--- src/rtl/sap_pkg.sv ---
// sap_pkg: shared opcodes, FSM state encoding and instruction field widths
// for the sap_core accumulator CPU.
package sap_pkg;

    localparam int OPC_W = 4;

    localparam logic [OPC_W-1:0] OP_LDA = 4'h0;
    localparam logic [OPC_W-1:0] OP_ADD = 4'h1;
    localparam logic [OPC_W-1:0] OP_SUB = 4'h2;
    localparam logic [OPC_W-1:0] OP_STA = 4'h3;
    localparam logic [OPC_W-1:0] OP_LDI = 4'h4;
    localparam logic [OPC_W-1:0] OP_JMP = 4'h5;
    localparam logic [OPC_W-1:0] OP_JZ  = 4'h6;
    localparam logic [OPC_W-1:0] OP_JC  = 4'h7;
    localparam logic [OPC_W-1:0] OP_OUT = 4'hE;
    localparam logic [OPC_W-1:0] OP_HLT = 4'hF;

    typedef enum logic [2:0] {
        S_FETCH,
        S_DECODE,
        S_MEM,
        S_ALU,
        S_HALT
    } state_t;

    // Opcodes that need a data-memory access after decode.
    function automatic logic is_mem_op(input logic [OPC_W-1:0] opc);
        return (opc == OP_LDA) || (opc == OP_ADD) || (opc == OP_SUB) || (opc == OP_STA);
    endfunction

endpackage

--- src/rtl/sap_alu.sv ---
// sap_alu: combinational add/subtract for sap_core.
//   a, b   : operands (ACC, TMP)
//   sub    : 0 -> a+b, 1 -> a+~b+1
//   y      : DATA_W-bit result
//   c_out  : carry out of bit DATA_W-1 (for subtract, 1 means no borrow)
//   z      : y == 0
module sap_alu #(
    parameter int DATA_W = 8
) (
    input  logic [DATA_W-1:0] a,
    input  logic [DATA_W-1:0] b,
    input  logic              sub,
    output logic [DATA_W-1:0] y,
    output logic              c_out,
    output logic              z
);

    logic [DATA_W-1:0] b_x;
    logic [DATA_W:0]   sum;

    assign b_x   = sub ? ~b : b;
    assign sum   = {1'b0, a} + {1'b0, b_x} + {{DATA_W{1'b0}}, sub};
    assign y     = sum[DATA_W-1:0];
    assign c_out = sum[DATA_W];
    assign z     = (sum[DATA_W-1:0] == '0);

endmodule

--- src/rtl/sap_core.sv ---
// sap_core: parametrised SAP-class accumulator CPU with a variable-latency
// memory handshake.
//   clk, clr        : clock, async active-high reset
//   en              : run enable, honoured only before a new fetch starts
//   mem_addr/rd/wr  : memory request, held until mem_ack
//   mem_wdata       : store data (always ACC)
//   mem_rdata/ack   : read data valid with ack; ack completes the request
//   out_data/strobe : OUT register and its one-cycle update pulse
//   pc, acc         : debug views
//   flag_z, flag_c  : zero / carry flags
//   halted          : high while in the HALT state
module sap_core
    import sap_pkg::*;
#(
    parameter int DATA_W = 8,
    parameter int ADDR_W = 4
) (
    input  logic              clk,
    input  logic              clr,
    input  logic              en,
    output logic [ADDR_W-1:0] mem_addr,
    output logic              mem_rd,
    output logic              mem_wr,
    output logic [DATA_W-1:0] mem_wdata,
    input  logic [DATA_W-1:0] mem_rdata,
    input  logic              mem_ack,
    output logic [DATA_W-1:0] out_data,
    output logic              out_strobe,
    output logic [ADDR_W-1:0] pc,
    output logic [DATA_W-1:0] acc,
    output logic              flag_z,
    output logic              flag_c,
    output logic              halted
);

    state_t            state, state_nx;
    logic [DATA_W-1:0] ir, tmp;
    logic              fetch_pend;  // fetch request in flight; en may not cancel it
    logic [OPC_W-1:0]  opc;
    logic [ADDR_W-1:0] opnd;
    logic              fetch_go;
    logic [DATA_W-1:0] alu_y;
    logic              alu_c, alu_z;
    logic              unused_ir;

    assign opc       = ir[DATA_W-1 -: OPC_W];
    assign opnd      = ir[ADDR_W-1:0];
    assign unused_ir = ^ir;
    assign fetch_go  = en || fetch_pend;
    assign mem_wdata = acc;
    assign halted    = (state == S_HALT);

    sap_alu #(.DATA_W(DATA_W)) u_alu (
        .a     (acc),
        .b     (tmp),
        .sub   (opc == OP_SUB),
        .y     (alu_y),
        .c_out (alu_c),
        .z     (alu_z)
    );

    // Next state and request decode.
    always_comb begin
        state_nx = state;
        mem_rd   = 1'b0;
        mem_wr   = 1'b0;
        mem_addr = pc;
        unique case (state)
            S_FETCH: begin
                if (fetch_go) begin
                    mem_rd = 1'b1;
                    if (mem_ack) state_nx = S_DECODE;
                end
            end
            S_DECODE: begin
                if (is_mem_op(opc))      state_nx = S_MEM;
                else if (opc == OP_HLT)  state_nx = S_HALT;
                else                     state_nx = S_FETCH;
            end
            S_MEM: begin
                mem_addr = opnd;
                if (opc == OP_STA) mem_wr = 1'b1;
                else               mem_rd = 1'b1;
                if (mem_ack)
                    state_nx = (opc == OP_ADD || opc == OP_SUB) ? S_ALU : S_FETCH;
            end
            S_ALU:   state_nx = S_FETCH;
            S_HALT:  state_nx = S_HALT;
            default: state_nx = S_FETCH;
        endcase
        // Requests must fall the moment clr rises, not at the next edge.
        if (clr) begin
            mem_rd = 1'b0;
            mem_wr = 1'b0;
        end
    end

    always_ff @(posedge clk or posedge clr) begin
        if (clr) begin
            state      <= S_FETCH;
            pc         <= '0;
            ir         <= '0;
            tmp        <= '0;
            acc        <= '0;
            out_data   <= '0;
            out_strobe <= 1'b0;
            flag_z     <= 1'b0;
            flag_c     <= 1'b0;
            fetch_pend <= 1'b0;
        end else begin
            state      <= state_nx;
            out_strobe <= 1'b0;
            fetch_pend <= (state == S_FETCH) && fetch_go && !mem_ack;
            unique case (state)
                S_FETCH: begin
                    if (fetch_go && mem_ack) begin
                        ir <= mem_rdata;
                        pc <= pc + ADDR_W'(1);
                    end
                end
                S_DECODE: begin
                    unique case (opc)
                        OP_LDI: begin
                            acc    <= {{(DATA_W-ADDR_W){1'b0}}, opnd};
                            flag_z <= (opnd == '0);
                        end
                        OP_JMP: pc <= opnd;
                        OP_JZ:  if (flag_z) pc <= opnd;
                        OP_JC:  if (flag_c) pc <= opnd;
                        OP_OUT: begin
                            out_data   <= acc;
                            out_strobe <= 1'b1;
                        end
                        default: ;
                    endcase
                end
                S_MEM: begin
                    if (mem_ack) begin
                        if (opc == OP_LDA) begin
                            acc    <= mem_rdata;
                            flag_z <= (mem_rdata == '0);
                        end else if (opc != OP_STA) begin
                            tmp <= mem_rdata;
                        end
                    end
                end
                S_ALU: begin
                    acc    <= alu_y;
                    flag_c <= alu_c;
                    flag_z <= alu_z;
                end
                default: ;
            endcase
        end
    end

endmodule

--- config.mk ---
export PLATFORM = sky130hd
export DESIGN_NAME = sap_core
export DESIGN_NICKNAME = d
export VERILOG_FILES = /design/src/rtl/sap_pkg.sv /design/src/rtl/sap_alu.sv /design/src/rtl/sap_core.sv
export SDC_FILE = /design/constraint.sdc
export NUM_CORES = 1
export LEC_CHECK = 0
export ABC_AREA = 0
export CAP_MARGIN = 40
export CELL_PAD_IN_SITES_DETAIL_PLACEMENT = 0
export CELL_PAD_IN_SITES_GLOBAL_PLACEMENT = 1
export CORE_ASPECT_RATIO = 1.75
export CORE_UTILIZATION = 25
export DETAILED_ROUTE_END_ITERATION = 10
export PLACE_DENSITY_LB_ADDON = 0.1
export SLEW_MARGIN = 15
export SYNTH_ARGS = -nofsm -noshare
export SYNTH_HDL_FRONTEND = slang
export SYNTH_SLANG_ARGS = --single-unit
--- constraint.sdc ---
create_clock -name clk -period 3.3 [get_ports clk]
set_input_delay 0.99 -clock clk [delete_from_list [all_inputs] [get_ports clk]]
set_output_delay 0.99 -clock clk [all_outputs]
set_load 0.02 [all_outputs]
==> metrics <==
status completed; Crit Path Max Fanout 2; io pins 50; number of global-route vias before repair around 2200; pwr dens ~1200 nW/um^2; # rows 48; Final Skew between 0.004 and 0.005 ns; commonest non-fill, non-tap cell in the layout clkdlybuf4s50_1; slack of the worst reg-to-reg path between 0.15 and 0.2 ns; crit path DAT approximately 2.2 ns; global-route wire length before repair ~12 mm; Sink Count 43; GRT Total Usage between 10% and 20%; maximum vdd ir drop between 0.3 and 0.4 mV; TNS Setup 0 ns; yosys warns 0; Avg Inst Size Synth about 9.9 um^2; final setup fails 0; asr flop ratio synth 100%; Die Wd roughly 80 um; share of layout cells above drive strength 1 between 10% and 20%; hold slack a little over 0.5 ns; Max Fclk 314 MHz; GR Overflow Total 0; final non-filler cell total 437; Port Buf Inserts 49; CP Launch Point en; clock-pin slew on the worst setup and hold paths about 0.06 ns; Final Power ~3.9 mW; Max transition margin 51.8%; CTS tree built; most frequent cells in the layout clkdlybuf4s50_1 (47), dfrtp_1 (43), nand2_1 (29), mux2_2 (24), buf_4 (20); Longest Clk Path Bufs 2; ant diodes 0; 1st-pass router iterations 4; Crit Path Category in2out; r2r startpoint ir[4]; Seq cells post-synth 43; Leakage 1.45 nW; fill count 1056; count of cell types in the netlist a little under 50; HP Start out_data[2]; H-tree Lvls 2; post-DP HPWL 5.99 mm; Top FF cell, synth dfrtp_1; root buf cell clkbuf_16; Mapped Cells between 200 and 300; vias per cell ~4.8; RSZ-0062 raised after global routing no; detailed-route DRC error count 0; actual slew at the worst max-slew pin ~0.72 ns; CP Launch Type primary input; routability cong. approximately 0.77; overall routed net length 7.88 mm; worst min path class reg2reg; Die Y around 140 um; crit share post-route between 90% and 100%; Routed Antenna Nets 0; cts bufs inserted 5; post-CTS setup buffer count 0; max-cap violation count 0; nets@finish 332; Pins Over Slew Limit 0; DIE AREA approximately 11000 um^2; area added between synthesis and finish 32.6%; synthesized area between 2000 and 3000 um^2; Inst Count DP between 400 and 500; later-pin clock latency in the skew report roughly 0.29 ns; critical path endpoint category output pin; Final Critical Period roughly 3.2 ns; core area 9850 um^2; Seq/Total Area, Yosys about 42%; initial antenna violation count 0; Mapped Nets ~280; Avg WL per Cell 18.0 um; drt first-iter violations 88; largest net degree at the start of global routing between 40 and 50; vias post-DR 2097; worst path required time 2.31 ns; number of synthesized flops with an enable pin 0; initial cell density of the core 25.7%; Hold Violations, Final 0
[area by class of cell]
type | count | area [um^2] | area share, %
clock inverter | 1 | 5.00 | 0.149
tap | 125 | 156 | 4.65
clock buffer | 7 | 133 | 3.95
timing repair buffer | 69 | 642 | 19.1
inverter | 5 | 18.8 | 0.558
multi-input combinational | 187 | 1330 | 39.6
sequential | 43 | 1080 | 32.0
[metal layers]
| layer | up-vias | part of all wire (%) | GRT usage, % |
|---|---|---|---|
| met5 | - | 0 | 0 |
| met4 | 0 | 2.4 | 6.89 |
| met3 | 8 | 2.3 | 2.02 |
| met2 | 34 | 57 | 30.4 |
| met1 | 1040 | 38 | 16.5 |
| li1 | 1015 | - | - |
[power by group]
group          leakage, nW  internal (mW)  switching, mW
clock               0.0679          0.281          0.215
combinational        0.838           1.12           1.25
sequential           0.542          0.759          0.242
total                 1.45           2.16           1.71
[what timing repair did]
item,in CTS,in global routing
pin swaps,0,0
resized for setup,2,1
hold buffers,0,0
cloned,0,0
endpoints found under the setup margin,1,1
[sequential cells by signal (all words and copies together) (netlist names)]
| register | count |
|---|---|
| fetch_pend | 1 |
| acc | 8 |
| pc | 4 |
| out_strobe | 1 |
| state | 3 |
| out_data | 8 |
| flag_z | 1 |
| flag_c | 1 |
| ir | 8 |
| tmp | 8 |
[synthesized netlist by cell type (all sizes together) (2+ instances only)]
cell type	n	area [um^2]
a211oi	3	22.5
a21o	2	15.0
a21oi	17	85.1
a22oi	3	22.5
and3	2	12.5
buf	12	92.6
clkbuf	8	30.0
dfrtp	43	1080
ha	8	100
inv	5	18.8
mux2	24	270
mux2i	5	50.1
nand2	29	109
nand2b	3	18.8
nand3	4	20.0
nand4	2	12.5
nor2	14	52.6
nor2b	3	18.8
nor3	4	20.0
nor3b	2	15.0
nor4	4	25.0
o21a	2	15.0
o21ai	18	90.1
o21bai	2	15.0
o311ai	2	25.0
o31a	2	17.5
or3	2	12.5
xnor2	11	96.3
xor2	3	26.3
[logic make-up (layout without fill, tap and decap cells)]
family          after synthesis  after routing  share of synthesized area, %
mux                          29             29                          12.6
simple gates                 76             76                          14.8
flops                        43             43                          42.5
fa+ha+maj                     9              9                          4.74
buf+inv                      25             82                          5.58
compound gates               59             59                          14.9
xor+xnor                     14             14                          4.84
[per-stage QoR]
| stage | instance area [um^2] | setup WS [ns] | util, % |
|---|---|---|---|
| floorplan | 2530 | 0.151 | - |
| global placement | 3210 | -0.260 | 32.6 |
| detailed placement | 3220 | -0.263 | 32.6 |
| CTS | 3360 | 0.0394 | 34.1 |
| global route | 3360 | 0.0342 | 34.1 |
| finish | 3360 | 0.112 | 34.1 |
[worst max-delay path: stages]
cell	delay [ns]
clkdlybuf4s50_1	0.48
nor2_1	0.05
nor4_2	0.19
a21oi_1	0.07
nor2_1	0.09
dlygate4sd2_1	0.33
[path summary, 6_finish.rpt]
path,to,depth (start not counted)
worst max register to register,flag_z,10
max in group asynchronous,acc[3],3
worst min register to register,out_data[2],1
worst min-delay path,out_data[2],1
worst max-delay path,mem_rd,6
min in group asynchronous,state[0],3
Note: power is estimated with default switching activity, not from simulation.
